==> config.mk <==
export PLATFORM = sky130hd
export DESIGN_NAME = fifo_wr_arbiter
export DESIGN_NICKNAME = d
export VERILOG_FILES = /design/src/rtl/fifo_arb_pkg.sv /design/src/rtl/rr_arbiter.sv /design/src/rtl/fifo_wr_arbiter.sv
export SDC_FILE = /design/constraint.sdc
export NUM_CORES = 1
export LEC_CHECK = 0
export ABC_AREA = 1
export ABC_CLOCK_PERIOD_IN_PS = 3800
export BUFFER_PORTS_ARGS = -buffer_cell sky130_fd_sc_hd__clkbuf_2
export CORE_ASPECT_RATIO = 1.5
export CORE_MARGIN = 10
export CORE_UTILIZATION = 52
export DETAILED_ROUTE_END_ITERATION = 10
export PLACE_DENSITY = 0.8
export SLEW_MARGIN = 0
export SYNTH_ARGS = -nofsm -noshare
export SYNTH_HDL_FRONTEND = slang
export SYNTH_HIERARCHICAL = 1
export SYNTH_SLANG_ARGS = --single-unit
==> constraint.sdc <==
create_clock -name clk -period 3.8 [get_ports clk]
set_input_delay 0.57 -clock clk [delete_from_list [all_inputs] [get_ports clk]]
set_output_delay 0.57 -clock clk [all_outputs]
set_load 0.05 [all_outputs]
==> src/rtl/fifo_arb_pkg.sv <==
// Shared types and constants for the FIFO write arbiter.
package fifo_arb_pkg;

  typedef enum logic {
    ST_IDLE  = 1'b0,
    ST_BURST = 1'b1
  } state_t;

  localparam int unsigned CNT_W = 4;
  typedef logic [CNT_W-1:0] cnt_t;

  function automatic int unsigned id_w(input int unsigned n);
    return (n > 2) ? $clog2(n) : 1;
  endfunction

endpackage

==> src/rtl/rr_arbiter.sv <==
// Combinational rotating-priority encoder: first set request at or after i_ptr wins.
module rr_arbiter
  import fifo_arb_pkg::*;
#(
  parameter int unsigned NUM_REQ = 4,
  parameter int unsigned ID_W    = id_w(NUM_REQ)
) (
  input  logic [NUM_REQ-1:0] i_req,
  input  logic [ID_W-1:0]    i_ptr,
  output logic [ID_W-1:0]    o_id,
  output logic               o_any
);

  always_comb begin
    int unsigned w_idx;
    o_id  = '0;
    o_any = 1'b0;
    w_idx = 0;
    for (int unsigned k = 0; k < NUM_REQ; k++) begin
      w_idx = 32'(i_ptr) + k;
      if (w_idx >= NUM_REQ) w_idx = w_idx - NUM_REQ;
      // Constant inner index keeps the request select full-width and lint-clean.
      for (int unsigned j = 0; j < NUM_REQ; j++) begin
        if (!o_any && (j == w_idx) && i_req[j]) begin
          o_any = 1'b1;
          o_id  = ID_W'(j);
        end
      end
    end
  end

endmodule

==> src/rtl/fifo_wr_arbiter.sv <==
// Round-robin burst write arbiter in front of a shared byte FIFO.
// Define FIFO_ARB_PRIO0_EN to make producer 0 strict-high-priority at arbitration.
module fifo_wr_arbiter
  import fifo_arb_pkg::*;
#(
  parameter  int unsigned NUM_REQ   = 4,
  parameter  int unsigned DATA_W    = 8,
  parameter  int unsigned MAX_BURST = 4,
  parameter  int unsigned IDLE_TO   = 8,
  localparam int unsigned ID_W      = id_w(NUM_REQ)
) (
  input  logic                      clk,
  input  logic                      reset_n,
  input  logic [NUM_REQ-1:0]        req_valid,
  input  logic [NUM_REQ*DATA_W-1:0] req_data,
  input  logic [NUM_REQ-1:0]        req_last,
  output logic [NUM_REQ-1:0]        req_ready,
  input  logic                      fifo_full,
  output logic                      fifo_wr_en,
  output logic [DATA_W-1:0]         fifo_data,
  output logic                      grant_valid,
  output logic [ID_W-1:0]           grant_id
);

  localparam cnt_t MAX_B  = cnt_t'(MAX_BURST);
  localparam cnt_t IDLE_B = cnt_t'(IDLE_TO);

  state_t            r_state;
  logic [ID_W-1:0]   r_rr_ptr;
  logic [ID_W-1:0]   r_gid;
  logic              r_gvalid;
  cnt_t              r_beat_cnt;
  cnt_t              r_idle_cnt;

  logic [NUM_REQ-1:0] w_onehot;
  logic               w_in_burst;
  logic               w_g_valid;
  logic               w_g_last;
  logic [DATA_W-1:0]  w_g_data;
  logic               w_xfer;
  logic               w_end;
  cnt_t               w_beat_inc;
  cnt_t               w_idle_inc;
  logic [ID_W-1:0]    w_ptr_inc;
  logic [ID_W-1:0]    w_ptr_next;
  logic [NUM_REQ-1:0] w_arb_req;
  logic [ID_W-1:0]    w_arb_id;
  logic               w_arb_any;
  logic [ID_W-1:0]    w_win;
  logic               w_any;

  rr_arbiter #(
    .NUM_REQ (NUM_REQ),
    .ID_W    (ID_W)
  ) u_rr (
    .i_req (w_arb_req),
    .i_ptr (r_rr_ptr),
    .o_id  (w_arb_id),
    .o_any (w_arb_any)
  );

`ifdef FIFO_ARB_PRIO0_EN
  assign w_arb_req  = req_valid & ~NUM_REQ'(1);
  assign w_any      = req_valid[0] | w_arb_any;
  assign w_win      = req_valid[0] ? '0 : w_arb_id;
  assign w_ptr_next = (r_gid == '0) ? r_rr_ptr : w_ptr_inc;
`else
  assign w_arb_req  = req_valid;
  assign w_any      = w_arb_any;
  assign w_win      = w_arb_id;
  assign w_ptr_next = w_ptr_inc;
`endif

  // reset_n gating keeps the reset cycle write-free even though state clears only at the edge.
  assign w_in_burst = (r_state == ST_BURST) && reset_n;
  assign w_onehot   = NUM_REQ'(1) << r_gid;
  assign w_g_valid  = |(req_valid & w_onehot);
  assign w_g_last   = |(req_last & w_onehot);

  always_comb begin
    w_g_data = '0;
    for (int unsigned i = 0; i < NUM_REQ; i++) begin
      if (r_gid == ID_W'(i)) w_g_data = req_data[i*DATA_W +: DATA_W];
    end
  end

  assign req_ready  = (w_in_burst && !fifo_full) ? w_onehot : '0;
  assign w_xfer     = w_in_burst && w_g_valid && !fifo_full;
  assign fifo_wr_en = w_xfer;
  assign fifo_data  = r_gvalid ? w_g_data : '0;

  assign w_beat_inc = r_beat_cnt + 1'b1;
  assign w_idle_inc = r_idle_cnt + 1'b1;
  assign w_ptr_inc  = (r_gid == ID_W'(NUM_REQ - 1)) ? '0 : r_gid + 1'b1;
  assign w_end      = w_in_burst &&
                      ((w_xfer && (w_g_last || (w_beat_inc == MAX_B))) ||
                       (!w_g_valid && (w_idle_inc == IDLE_B)));

  assign grant_valid = r_gvalid;
  assign grant_id    = r_gid;

  always_ff @(posedge clk) begin
    if (!reset_n) begin
      r_state    <= ST_IDLE;
      r_rr_ptr   <= '0;
      r_gid      <= '0;
      r_gvalid   <= 1'b0;
      r_beat_cnt <= '0;
      r_idle_cnt <= '0;
    end else begin
      case (r_state)
        ST_IDLE: begin
          if (w_any) begin
            r_state    <= ST_BURST;
            r_gid      <= w_win;
            r_gvalid   <= 1'b1;
            r_beat_cnt <= '0;
            r_idle_cnt <= '0;
          end
        end
        ST_BURST: begin
          if (w_end) begin
            r_state    <= ST_IDLE;
            r_gid      <= '0;
            r_gvalid   <= 1'b0;
            r_rr_ptr   <= w_ptr_next;
            r_beat_cnt <= '0;
            r_idle_cnt <= '0;
          end else if (w_xfer) begin
            r_beat_cnt <= w_beat_inc;
            r_idle_cnt <= '0;
          end else if (!w_g_valid) begin
            r_idle_cnt <= w_idle_inc;
          end
        end
        default: r_state <= ST_IDLE;
      endcase
    end
  end

endmodule

Word level (Yosys, flattened, before mapping)
Cells that the tools add are included.
{"block": "op_classes", "n_bitwise": 3, "reduce_logical": 68, "order_cmp": 4, "n_addsub": 10, "muxes": 59, "div": 0, "n_eq_ne": 21, "shifts": 1, "mul": 0}
{"cell": "equality test 2 x 32 -> 1 bit (first input constant)", "count": 8}
{"cell": "equality test 1 x 32 -> 1 bit (first input constant)", "count": 4}
{"cell": "logical NOT 32 bit", "count": 4}
{"cell": "two-way mux 32 bit", "count": 4}
{"cell": "greater-or-equal comparator 32 x 3 -> 1 bit (second input constant)", "count": 3}
{"cell": "subtractor 32 x 3 -> 32 bit (second input constant)", "count": 3}
{"cell": "two-way mux 8 bit", "count": 5}
{"cell": "logical AND 1 bit", "count": 38}
{"cell": "two-way mux 2 bit", "count": 17}
{"cell": "two-way mux 4 bit", "count": 7}
{"cell": "two-way mux 1 bit", "count": 21}
{"cell": "logical NOT 1 bit", "count": 17}
{"cell": "one-hot mux 4 bit (2 select lines)", "count": 2}
{"cell": "adder 4 x 1 -> 4 bit (second input constant)", "count": 2}
{"cell": "AND 4 bit", "count": 2}
{"cell": "AND reduction 2 bit", "count": 4}
{"cell": "OR reduction 4 bit", "count": 2}
{"cell": "adder 2 x 2 -> 3 bit (second input constant)", "count": 2}
{"cell": "equality test 2 bit (second input constant)", "count": 2}
{"cell": "equality test 4 x 3 -> 1 bit (second input constant)", "count": 1}
{"cell": "equality test 4 bit (second input constant)", "count": 1}
{"cell": "inequality test 2 x 1 -> 1 bit (second input constant)", "count": 2}
{"cell": "inequality test 4 x 2 -> 1 bit (second input constant)", "count": 1}
{"cell": "one-hot mux 1 bit (2 select lines)", "count": 2}
{"cell": "11 further kinds", "count": 12}
{"block": "word_totals", "elab_cells": 172, "out_inout_bits": 16, "mem_bits_ro": 0, "n_memories": 0, "regBits": 14, "mem_bits_rw": 0, "latch_bits": 0, "input_bits": 43}

Logic depth before layout (Yosys ltp)
{"block": "logic_depth", "word_depth": 67, "ltp_mapped": 17}

Hierarchy
Netlist, hierarchy kept.
{"module": "fifo_wr_arbiter", "instances": 1, "cells_each": 201, "area_per_inst_um2": 1281.2, "seq_area_each_um2": 280.3}
{"module": "rr_arbiter", "instances": 1, "cells_each": 63, "area_per_inst_um2": 302.8, "seq_area_each_um2": 0.0}

Worst setup path after synthesis
No wires, ideal clock.
{"block": "synth_path", "path_kind": "register -> output", "start": "register r_gid[0], in the netlist grant_id[0]", "end": "output fifo_data[0]", "setup_slack_ns": 0.913, "required_ns": 3.230, "n_path_buf": 1, "path_stages_with_launch": 7, "t_arrival_ns": 2.317, "path_cell_list": "dfxtp_1 > inv_1 > ha_1 > inv_1 > clkbuf_1 > o21ai_0 > a21oi_1"}
{"block": "synth_between", "elab_chain_cells": 6, "elab_cells_between_ends": 9}
{"item": "start: declaration", "line": "fifo_wr_arbiter.sv:30", "rtl": "logic [ID_W-1:0] r_gid;"}
{"item": "start signal: assignment", "line": "fifo_wr_arbiter.sv:115", "rtl": "r_gid <= w_win;"}
{"item": "logical NOT 2 bit", "line": "fifo_wr_arbiter.sv:83", "rtl": "if (r_gid == ID_W'(i)) w_g_data = req_data[i*DATA_W +: DATA_W];"}
{"item": "two-way mux 8 bit (3 in a row)", "line": "fifo_wr_arbiter.sv:83"}
{"item": "two-way mux 8 bit *", "line": "fifo_wr_arbiter.sv:83"}
{"item": "two-way mux 8 bit *", "line": "fifo_wr_arbiter.sv:90", "rtl": "assign fifo_data = r_gvalid ? w_g_data : '0;"}
{"item": "end: declaration", "line": "fifo_wr_arbiter.sv:20", "rtl": "output logic [DATA_W-1:0] fifo_data,"}
Every way passes the cells marked *; elsewhere a longest branch is shown, timed or not.

Worst setup path in the final report
{"block": "layout_path", "start": "register r_gid[0], in the netlist grant_id[0]", "end": "output fifo_data[2]"}
The elaborated chain is that of the path after synthesis.

==> results.toml <==
[run_status]
status = "finished clean"

[power_and_ir_drop]
clkPwrFrac_pct = 29.4
p_switching_uw = 193
power-per-cell-area_nw_per_um2 = 264
vdd_drop_max_uv = 348
power_frac_comb_pct = 36.8
internal-power_uw = 313
p_sw_share_pct = 38.1
leakage_uw = 0.00105
p_seq_share_pct = 33.8

[global_route]
grt_pass1_vias = 1662
track_usage_pct = 15.0
antenna_found_initial = 0
grt-ovfl-total = 0
grt_max_degree = 18
grt_first_pass_wirelength_mm = 7.20

[sta]
whs_ns = 0.531
setup_violations = 0
max_freq_ghz = 0.362
final.setup.tns_ns = 0
finalHoldViolCount = 0
rsz0062_at_grt = "false"
slew_viol_final = 0
finalWorstPathRequiredPeriod_ns = 2.77
worstMarginPinSlew_ns = 0.392
relSlewSlack_pct = 73.8
final.period_utilization_pct = 72.8
finClkSkew_ns = 0.00315

[clocking]
clk_pin_slew_ns = 0.06
cts.sinks = 14
hold_buffers = 0
cts_setup_buffers = 0
cts_buffers = 3
cts_tree = "built"
clock_latency_ns = 0.25
postCtsResizedCells = 0
cts_max_path_buffers = 2
h-tree-depth = 1
cts_root_buffer = "clkbuf_8"

[routing]
antenna_left = 0
wl_per_cell_um = 12.6
drt_iter0_drc = 135
num_vias = 1800
drc = 0
dr.pass1.iters = 4
vias_per_cell = 5.04
drt-total-wl_mm = 4.49

[critical_path]
endpoint_kind = "primary output"
cp_cell_sequence = "ha_1, clkinv_1, nor2_1, o21ai_0, o21ai_0, a21oi_1, clkbuf_2"
path_max_fanout = 11
critPathKind = "register to primary output"
cp-start-kind = "register"
cp.arrival_ns = 2.20
cp_slowest_cell = "dfxtp_1"
rr_worst_depth = 17
critical-path-max-stage-delay_ns = 0.44
required_ns = 3.23
crit_path_frequent_cell = "o21ai_0"

[synthesis]
ys_seq_area_share_pct = 17.7
synth_compound_area_share_pct = 17.8
synth_top_family_by_area = "simple AND/OR/NAND/NOR gates"
syn-instance-count = 264
synth.avg_cell_area_um2 = 6.00
netlist_area_um2 = 1580
yosysWarnings = 6
ys_types = 30
synthSimpleGateAreaFrac_pct = 44.6
synth_xor_area_share_pct = 1.11
synthAdderAreaFrac_pct = 6.32
synth_area_leader_cell = "dfxtp_1"
synthMuxAreaShare_pct = 0
synth_area_leaders = "dfxtp_1 18%, nand2_1 12%, a21oi_1 8.2%"
synth_fp_nets = 315
yosys_register_bits = 14
synth_top_area_share_pct = 17.7

[placed_design]
place.gp.congestion = 0.894
port_buffers = 58
dp.cells = 353
hpwl_mm = 3.63
place_area_um2 = 1870

[floorplanning]
die_area_um2 = 5700
row_count = 24
core_area_um2 = 2910
ios = 59
die_w_um = 65.1
die_height_um = 87.6
initial_utilization_pct = 54.4

[layout]
drive_gt1_share_pct = 28.9
fin_cells = 357
num_antenna_cells = 0
fin_area_um2 = 1920
final_nets = 370
syn_to_final_growth_pct = 21.2

[run]
max_cap_viol_count = 0

[worst_hold_path]
min_path_cells = 2
min_path_type = "register to register"
==> layer usage <==
| layer | part of all wire (%) | wire (µm) | global-route usage [%] |
|---|---|---|---|
| met1 | 39 | 1750 | 15.1 |
| met2 | 53 | 2400 | 29.5 |
| met3 | 6.1 | 274 | 3.71 |
| met4 | 1.5 | 66 | 4.10 |
| met5 | 0 | 0 | 0 |
==> synthesized netlist by cell type <==
library cell / count
clkbuf_1: 3
nand4_2: 2
nor2_2: 8
nor2_8: 1
nand2_1: 51
inv_1: 33
buf_4: 1
nand2_4: 4
nor2_1: 33
inv_6: 1
xor2_1: 1
o21ai_1: 1
inv_2: 1
o31ai_2: 1
nand4_1: 3
a21oi_1: 26
o211ai_1: 1
nor2_4: 2
xnor2_1: 1
nand3_1: 24
buf_2: 1
nor3_1: 4
nand3_2: 2
ha_1: 8
a31oi_1: 1
clkinv_1: 1
dfxtp_1: 14
buf_6: 3
nand2_2: 8
o21ai_0: 24
==> power groups by stage <==
stage | clock [µW] | sequential, µW | combinational (µW)
after floorplan | 0 | 176 | 131
after global placement | 0 | 174 | 183
after detailed placement | 0 | 174 | 185
after CTS | 149 | 171 | 186
after global routing | 157 | 173 | 209
final | 149 | 171 | 186
==> path summary, 6_finish.rpt <==
check,startpoint,slack (ns),end
max,grant_id[0],1.03,fifo_data[2]
min,r_idle_cnt[2],0.53,r_idle_cnt[2]
max reg2reg,r_rr_ptr[1],1.51,r_beat_cnt[3]
min reg2reg,r_idle_cnt[2],0.53,r_idle_cnt[2]
==> cells in the final DEF, fill, tap and decap left out, types with 2 or more instances in the layout <==
cell type / Yosys / layout
inv_1: 33 / 33
nand2_4: 4 / 4
nand2_1: 51 / 51
nor2_4: 2 / 2
nand3_2: 2 / 2
a21oi_1: 26 / 26
nand4_2: 2 / 2
ha_1: 8 / 8
dfxtp_1: 14 / 14
nand3_1: 24 / 24
nor2_1: 33 / 33
clkbuf_8: 0 / 4
o21ai_0: 24 / 24
clkbuf_2: 0 / 58
nand2_2: 8 / 8
nor2_2: 8 / 8
nor3_1: 4 / 4
nand4_1: 3 / 3
==> flip-flops by register name, summed over array words and instances, names as in the netlist <==
register     cells
r_idle_cnt       4
grant_id         2
r_beat_cnt       4
r_state          1
r_rr_ptr         2
grant_valid      1
==> cells by family (layout without fill, tap and decap cells) <==
kind of cell,Yosys count,after routing
buffers and inverters,44,98
XOR/XNOR,2,2
adder cells (fa/ha/maj),8,8
AND/OR/NAND/NOR,142,142
flip-flops,14,14
AO/OA/AOI/OAI,54,54
==> metrics by stage <==
stage | setup WS (ns) | util, % | power (µW)
floorplan | 0.913 | - | 307
global route | 0.711 | 65.9 | 538
detailed placement | 1.31 | 64.0 | 359
global placement | 1.35 | 64.0 | 357
CTS | 1.05 | 65.9 | 506
finish | 1.03 | 65.9 | 506
==> final cells by class <==
class                      instances  area, µm²
multi-input combinational        206       1110
fill                             303        992
timing repair buffer              58        290
sequential                        14        280
inverter                          36        140
clock buffer                       4       55.1
tap                               39       48.8
==> critical path: cells and delay by family (launching register included) <==
family,cells,cell delay (ns)
AO/OA/AOI/OAI,3,0.32
adder cells (fa/ha/maj),1,0.44
buffers and inverters,2,0.60
flip-flops,1,0.44
AND/OR/NAND/NOR,1,0.15
Power figures use the tool's default switching activity.
